## src/rtl/case_vector_sequencer_pkg.sv

```systemverilog
`default_nettype none
// ============================================================================
// Module   : case_seq_pkg
// Brief    : Shared types and constants for the case-vector sequencer.
//            The sweep covers every {a,b,c,d} pattern of the 4-input decoder.
// Revision : 1.0 - initial release
// ============================================================================
package case_seq_pkg;

    localparam int NUM_VEC = 16;
    localparam int VEC_W   = 4;
    localparam int RES_W   = 2 * NUM_VEC;

    // Explicit 2-bit encoding so the state register width is fixed.
    typedef enum logic [1:0] {
        IDLE   = 2'd0,
        DRIVE  = 2'd1,
        SAMPLE = 2'd2,
        DONE   = 2'd3
    } state_t;

endpackage
`default_nettype wire

```

## src/rtl/case_vector_sequencer_hold_timer.sv

```systemverilog
`default_nettype none
// ============================================================================
// Module   : case_hold_timer
// Brief    : Loadable down-counter that measures how long a vector is held.
//            Load reloads HOLD_CYCLES-1; enable decrements and stops at zero.
//            The zero flag tells the sequencer the hold period has expired.
// Revision : 1.0 - initial release
// ============================================================================
module case_hold_timer #(
    parameter int HOLD_CYCLES = 4
) (
    input  logic clk,
    input  logic rst_n,
    input  logic i_load,
    input  logic i_en,
    output logic o_zero
);

    // Counter must hold HOLD_CYCLES-1; never narrower than one bit.
    localparam int c_CNT_W = ($clog2(HOLD_CYCLES + 1) < 1) ? 1 : $clog2(HOLD_CYCLES + 1);
    localparam logic [c_CNT_W-1:0] c_RELOAD = c_CNT_W'(HOLD_CYCLES - 1);
    localparam logic [c_CNT_W-1:0] c_ONE    = c_CNT_W'(1);

    logic [c_CNT_W-1:0] r_cnt;

    // Load wins over decrement; the count parks at zero until reloaded.
    always_ff @(posedge clk or negedge rst_n) begin
        if (!rst_n) begin
            r_cnt <= '0;
        end else if (i_load) begin
            r_cnt <= c_RELOAD;
        end else if (i_en && (r_cnt != '0)) begin
            r_cnt <= r_cnt - c_ONE;
        end
    end

    assign o_zero = (r_cnt == '0);

endmodule
`default_nettype wire

```

## src/rtl/case_vector_sequencer.sv

```systemverilog
`default_nettype none
// ============================================================================
// Module   : case_vector_sequencer
// Brief    : Clocked, restartable sweep of all 16 {a,b,c,d} patterns into the
//            parallel-case decoder. Each pattern is held HOLD_CYCLES cycles,
//            then y/z are captured into result[2k+1:2k] for vector k.
//            HOLD_CYCLES legal range is 1..255; NUM_VEC must stay 16.
// Revision : 1.0 - initial release
// ============================================================================
module case_vector_sequencer #(
    parameter int HOLD_CYCLES = 4,
    parameter int NUM_VEC     = case_seq_pkg::NUM_VEC
) (
    input  logic                           clk,
    input  logic                           rst_n,
    input  logic                           start,
    input  logic                           abort,
    output logic [case_seq_pkg::VEC_W-1:0] vec_out,
    output logic                           vec_valid,
    input  logic                           y_in,
    input  logic                           z_in,
    output logic                           busy,
    output logic                           done,
    output logic [2*NUM_VEC-1:0]           result,
    output logic [4:0]                     count
);

    import case_seq_pkg::*;

    localparam logic [VEC_W-1:0] c_LAST_VEC  = VEC_W'(NUM_VEC - 1);
    localparam logic [4:0]       c_COUNT_MAX = 5'(NUM_VEC);
    localparam logic [4:0]       c_COUNT_ONE = 5'd1;
    localparam logic [VEC_W-1:0] c_VEC_ONE   = VEC_W'(1);

    state_t               r_state;
    logic [VEC_W-1:0]     r_vec;
    logic                 r_valid;
    logic                 r_busy;
    logic                 r_done;
    logic [2*NUM_VEC-1:0] r_result;
    logic [4:0]           r_count;

    logic w_start_ok;
    logic w_last;
    logic w_timer_load;
    logic w_timer_en;
    logic w_timer_zero;

    // A start is only honoured when no sweep is in flight, and abort vetoes it.
    assign w_start_ok   = start && !abort && ((r_state == IDLE) || (r_state == DONE));
    assign w_last       = (r_vec == c_LAST_VEC);
    // Reload on a fresh sweep or when stepping to the next vector.
    assign w_timer_load = w_start_ok || ((r_state == SAMPLE) && !abort && !w_last);
    assign w_timer_en   = (r_state == DRIVE) && !abort;

    case_hold_timer #(
        .HOLD_CYCLES (HOLD_CYCLES)
    ) u_hold_timer (
        .clk    (clk),
        .rst_n  (rst_n),
        .i_load (w_timer_load),
        .i_en   (w_timer_en),
        .o_zero (w_timer_zero)
    );

    // Sweep FSM with all status flags registered alongside the state.
    always_ff @(posedge clk or negedge rst_n) begin
        if (!rst_n) begin
            r_state  <= IDLE;
            r_vec    <= '0;
            r_valid  <= 1'b0;
            r_busy   <= 1'b0;
            r_done   <= 1'b0;
            r_result <= '0;
            r_count  <= '0;
        end else if (abort) begin
            // Partial result and count are left visible for debug.
            r_state <= IDLE;
            r_vec   <= '0;
            r_valid <= 1'b0;
            r_busy  <= 1'b0;
            r_done  <= 1'b0;
        end else begin
            case (r_state)
                IDLE, DONE: begin
                    if (start) begin
                        r_state  <= DRIVE;
                        r_vec    <= '0;
                        r_valid  <= 1'b1;
                        r_busy   <= 1'b1;
                        r_done   <= 1'b0;
                        r_result <= '0;
                        r_count  <= '0;
                    end
                end
                DRIVE: begin
                    if (w_timer_zero) begin
                        r_state <= SAMPLE;
                    end
                end
                SAMPLE: begin
                    r_result[{r_vec, 1'b0} +: 2] <= {y_in, z_in};
                    if (r_count != c_COUNT_MAX) begin
                        r_count <= r_count + c_COUNT_ONE;
                    end
                    if (w_last) begin
                        // Vector stays at the last pattern; no wrap to 0.
                        r_state <= DONE;
                        r_valid <= 1'b0;
                        r_busy  <= 1'b0;
                        r_done  <= 1'b1;
                    end else begin
                        r_state <= DRIVE;
                        r_vec   <= r_vec + c_VEC_ONE;
                    end
                end
                default: begin
                    r_state <= IDLE;
                end
            endcase
        end
    end

    assign vec_out   = r_vec;
    assign vec_valid = r_valid;
    assign busy      = r_busy;
    assign done      = r_done;
    assign result    = r_result;
    assign count     = r_count;

endmodule
`default_nettype wire

```

## config.mk

```make
export PLATFORM = sky130hd
export DESIGN_NAME = case_vector_sequencer
export DESIGN_NICKNAME = d
export VERILOG_FILES = /design/src/rtl/case_vector_sequencer_pkg.sv /design/src/rtl/case_vector_sequencer_hold_timer.sv /design/src/rtl/case_vector_sequencer.sv
export SDC_FILE = /design/constraint.sdc
export NUM_CORES = 1
export LEC_CHECK = 0
export CELL_PAD_IN_SITES_DETAIL_PLACEMENT = 1
export CELL_PAD_IN_SITES_GLOBAL_PLACEMENT = 2
export CORE_MARGIN = 4
export CORE_UTILIZATION = 32
export DETAILED_ROUTE_END_ITERATION = 7
export GPL_ROUTABILITY_DRIVEN = 1
export PLACE_DENSITY_LB_ADDON = 0.3
export SLEW_MARGIN = 20
export SYNTH_ARGS = -nofsm -noshare
export SYNTH_HDL_FRONTEND = slang
export SYNTH_SLANG_ARGS = --single-unit
```

## constraint.sdc

```tcl
create_clock -name clk -period 2.7 [get_ports clk]
set_input_delay 0.54 -clock clk [delete_from_list [all_inputs] [get_ports clk]]
set_output_delay 0.54 -clock clk [all_outputs]
set_load 0.05 [all_outputs]
```

# ---- After elaboration in Yosys (flattened, before gate mapping)
# Index checks and enable logic that the tools add are counted.
dict set report op_classes {
  addsub 4
  n_mul 0
  n_div 0
  magnitude_cmp 0
  eq_ne 11
  shifts 2
  mux 25
  bitwise 1
  n_reduce_logical 22
}
# operator count
set op_table {}
lappend op_table {{32-bit case mux with 2 select lines} 1}
lappend op_table {{32-bit bitwise mux} 1}
lappend op_table {{32-bit two-way mux} 1}
lappend op_table {{2-bit by 7-bit variable shift with 32-bit output (first input constant)} 1}
lappend op_table {{2-bit by 7-bit variable part select with 32-bit output} 1}
lappend op_table {{4-bit two-way mux} 3}
lappend op_table {{5-bit two-way mux} 2}
lappend op_table {{5-bit case mux with 2 select lines} 1}
lappend op_table {{3-bit inequality test (second input constant)} 3}
lappend op_table {{3-bit AND reduction} 3}
lappend op_table {{2-bit two-way mux} 4}
lappend op_table {{4-bit case mux with 2 select lines} 1}
lappend op_table {{5-bit negation with 7-bit output} 1}
lappend op_table {{1-bit logical AND} 6}
lappend op_table {{1-bit two-way mux} 6}
lappend op_table {{3-bit two-way mux} 2}
lappend op_table {{2-bit case mux with 3 select lines} 1}
lappend op_table {{3-bit nonzero test} 2}
lappend op_table {{5-bit by 1-bit adder with 5-bit output (second input constant)} 1}
lappend op_table {{5-bit inequality test (second input constant)} 1}
lappend op_table {{4-bit by 1-bit adder with 4-bit output (second input constant)} 1}
lappend op_table {{2-bit equality test (second input constant)} 2}
lappend op_table {{4-bit equality test (second input constant)} 1}
lappend op_table {{1-bit case mux with 2 select lines} 2}
lappend op_table {{other kinds (14)} 17}
dict set report totals {
  ff_bits 48
  latch_bits 0
  ram_bits 0
  romBits 0
  in_bits 6
  out_inout_bits 44
  wordCells 72
  mem_count 0
}

# ---- Depth between registers and ports, before layout
dict set report logic_depth {
  depth_word 5
  ltp_mapped 8
  ltp_nobuf 6
}

# ---- Hierarchy
# Synthesis repeated with hierarchy kept, for this count alone.
dict set report hier_totals {
  cells_unflattened 301
  hier_area_um2 2835.2
}
# mod instances cells_each area_each_um2 seq_area_each_um2
set by_module_without_submodules {}
lappend by_module_without_submodules {case_vector_sequencer 1 284 2652.5 1126.1}
lappend by_module_without_submodules {case_hold_timer 1 17 182.7 75.1}

# ---- Worst setup path after synthesis
# Ideal clock, no wire load.
dict set report synth_path {
  path_kind {register -> register}
  startpoint {register r_vec[0], in the netlist vec_out[0]}
  endpoint {register r_result[23], in the netlist result[23]}
  setup_ns 0.084
  arrival_ns 2.339
  required_time_ns 2.616
  path_slack_ns 0.277
  stages_incl_launch_ff 8
  path_buffers 1
  period_less_slack_ns 2.423
  cell_sequence {dfrtp_1 buf_4 inv_1 ha_1 or2_1 o211a_1 or4_4 o22ai_1}
}
dict set report synth_between {
  elab_chain_len 4
  elab_cells_between_ends 5
  classes_between {add/sub (1); shift (2); mux (2)}
}
# element line
set synth_rtl {}
lappend synth_rtl {{start, declared} case_vector_sequencer.sv:36} ;# logic [VEC_W-1:0] r_vec;
lappend synth_rtl {{start signal, assigned} case_vector_sequencer.sv:114} ;# r_vec <= r_vec + c_VEC_ONE;
lappend synth_rtl {{5-bit negation with 7-bit output (*)} case_vector_sequencer.sv:102} ;# r_result[{r_vec, 1'b0} +: 2] <= {y_in, z_in};
lappend synth_rtl {{2-bit by 7-bit variable part select with 32-bit output / 2-bit by 7-bit variable shift with 32-bit output (equally long branches)} case_vector_sequencer.sv:102}
lappend synth_rtl {{32-bit bitwise mux (*)} case_vector_sequencer.sv:102}
lappend synth_rtl {{32-bit case mux with 2 select lines (*)} case_vector_sequencer.sv:84} ;# case (r_state)
lappend synth_rtl {{end signal, assigned by index} case_vector_sequencer.sv:102}
lappend synth_rtl {{end, declared} case_vector_sequencer.sv:40} ;# logic [2*NUM_VEC-1:0] r_result;
# Mark *: on every way between the ends. The rest lies on a longest branch, timed or not.
# A chain may end at the register's enable or synchronous reset.

# ---- Final worst setup path
dict set report layout_path {
  startpoint {register r_vec[0], in the netlist vec_out[0]}
  endpoint {output vec_out[0] (netlist name)}
}
# element line
set layout_rtl {}
lappend layout_rtl {{end, declared} case_vector_sequencer.sv:18} ;# output logic [case_seq_pkg::VEC_W-1:0] vec_out,
# No word-level cell between the ends.

==> results.cfg <==
[run_status]
status = completed

[synthesis]
syn_area_sq_mm = 0.00277
synth_cell_types = 58
synth.area.top_cells = dfrtp_1 43%, ha_1 5.0%, nand2_1 4.5%
yosysTopAreaCell = dfrtp_1
synth_warnings = 0
seq_area_frac_synth = 0.434
synth.top_cell.area_share = 0.434
ys_async_sr_fraction = 1.00
synthFlopType = dfrtp_1
syn-instance-count = 288
synth_edf_count = 0
syn_area_per_cell_sq_um = 9.62
yosys_register_bits = 48
synth_fp_nets = 305

[route]
wl_microns = 7500
vias = 2380
viasPerCell = 5.38
first_iter_violations = 98
firstDrtPassIters = 5
detail-route-antenna-nets = 0
drcViolationCount = 0
routedWlPerCell_microns = 17.0

[final_layout]
finalInstanceArea_sq_mm = 0.00347
layout_common_cells = 48 x dfrtp_1, 48 x clkdlybuf4s50_1, 33 x nand2_1
drive_above_1_share = 0.0950
area.growth.synth_to_final_pct = 25.4
nets = 353
diodes = 0

[placement]
gp_congestion = 0.741
dpl_cell_area_sq_mm = 0.00337
port_buffers = 49
dp_hpwl_microns = 5500
place_ws_ns = 0.232

[global_routing]
grt_pass1_wl_microns = 12800
grt_usage = 0.155
grt_antenna_before_repair = 0
grt_overflow = 0
grt_start_max_net_pins = 34
first_global_vias = 2468

[floorplanning]
floorplan.initialDensity = 0.334
fp.coreArea_sq_mm = 0.00830
die_w_microns = 101
dieArea_sq_mm = 0.0102
floorplan.rows = 33
pin_count = 50
die_h_microns = 101

[timing]
rsz0062_at_grt = no
final.setup_skew_ns = 0.00999
period_share = 0.833
finalSetupViolCount = 0
period_needed_ns = 2.25
tightest_slew_ns = 0.596
clock.fmax_mhz = 445
setup_tns_ns = 0
hold_viol_final = 0
relSlewSlack = 0.603
timing.final.ws_setup_ns = 0.451
maxSlewViolCount = 0

[power_and_ir_drop]
p_per_area_mw_per_mm2 = 426
power_uw = 1480
p_leak_uw = 0.00141
peakVddDrop_v = 0.000201

[worst_setup_path]
cp_max_fo = 15
critPathLaunchType = register
arrival_ns = 1.71
worst-setup-path-type = register to primary output
crit_required_ns = 2.16
crit_start = vec_out[0]
crit_end = vec_out[0]
ff2ff_setup_slack_ns = 0.55
r2r-start = r_state[0]
r2r_end = result[7]
r2r_cells = 6
critPathCaptureType = primary output

[run]
cap_violations = 0

[clocking]
cts-root-buf = clkbuf_8
cts_tree = done
cts_sinks = 48
cts_buffers = 5
clkTransAtPathRegs_ns = 0.09
ctsHoldBuffers = 0
ctsLongestPathBuffers = 2
cts_resized = 0
clk_latency_ns = 0.31
postCtsSetupBuffers = 0
htree_levels = 2

[min_path]
hp-class = primary input to asynchronous set/reset pin
==> cell families after synthesis <==
kind of cell               after synthesis  synth area share
and+or+nand+nor                        106             0.212
AOI/OAI and AO/OA                       81             0.207
DFF                                     48             0.434
buffers and inverters                   31            0.0551
adders and majority gates               11            0.0497
muxes                                   10            0.0388
xor gates and xnor gates                 1           0.00316
==> through the flow <==
step / std cells / util / hold WS (ns)
finish: 442 / 0.419 / 0.228
global route: 442 / 0.419 / 0.265
CTS: 442 / 0.419 / 0.244
detailed placement: 434 / 0.406 / 0.479
global placement: 434 / 0.406 / 0.476
floorplan: 288 / - / 0.244
==> state kept, by name, indices dropped and copies added, names as in the netlist <==
signal and cells:
busy 1, count 5, done 1, r_state 2, result 32, u_hold_timer.r_cnt 3, vec_out 4
==> layout make-up <==
class | count | area (sq um)
multi-input cells | 209 | 1420
flip-flops and latches | 48 | 1200
clock inverters | 2 | 35.0
well taps | 105 | 131
fillers | 966 | 4820
inverters | 14 | 52.6
repair buffers | 58 | 566
clock buffers | 6 | 72.6
==> per-layer routing <==
metal  GRT usage  vias to the layer above  routed length (microns)
met1       0.212                     1171                     3690
met3      0.0256                        7                      227
li1            -                     1161                        -
met2       0.254                       41                     3490
met4      0.0399                        0                       82
met5           0                        -                        0
==> worst min-delay path by stage <==
stage | from | endpoint | slack (ns) | cells past startpoint
2_1_floorplan | rst_n | busy | 0.24 | 0
3_3_place_gp | u_hold_timer.r_cnt[1] | u_hold_timer.r_cnt[1] | 0.48 | 1
3_5_place_dp | u_hold_timer.r_cnt[1] | u_hold_timer.r_cnt[1] | 0.48 | 1
4_1_cts | rst_n | result[18] | 0.24 | 1
5_1_grt | rst_n | result[18] | 0.26 | 1
6_report | rst_n | result[18] | 0.23 | 1
==> critical path, cell delays in order, from the launching register on <==
cell,delay (ns)
dfrtp_1,0.36
buf_4,0.22
clkdlybuf4s50_1,0.83
==> synthesized netlist by cell type (3+ instances only) <==
master     n
a21oi_1   11
o22ai_1    4
dfrtp_1   48
nor2_1     8
and3_1     5
a22o_1     5
o211ai_1  15
or4_1      3
o21ai_0   12
inv_1     14
mux2_2     6
ha_1      11
buf_6      3
nand2_1   33
mux2i_1    4
o31ai_1    4
nand2b_1   6
clkbuf_1   6
nand3_1   22
buf_2      5
o311ai_0   8
nand3b_1   6
==> where the power goes <==
group	switching [uW]	internal, uW	total (uW)
sequential	8.65	733	742
clock	256	276	531
combinational	133	73.3	207
total	397	1080	1480
Power figures use the tool's default switching activity.
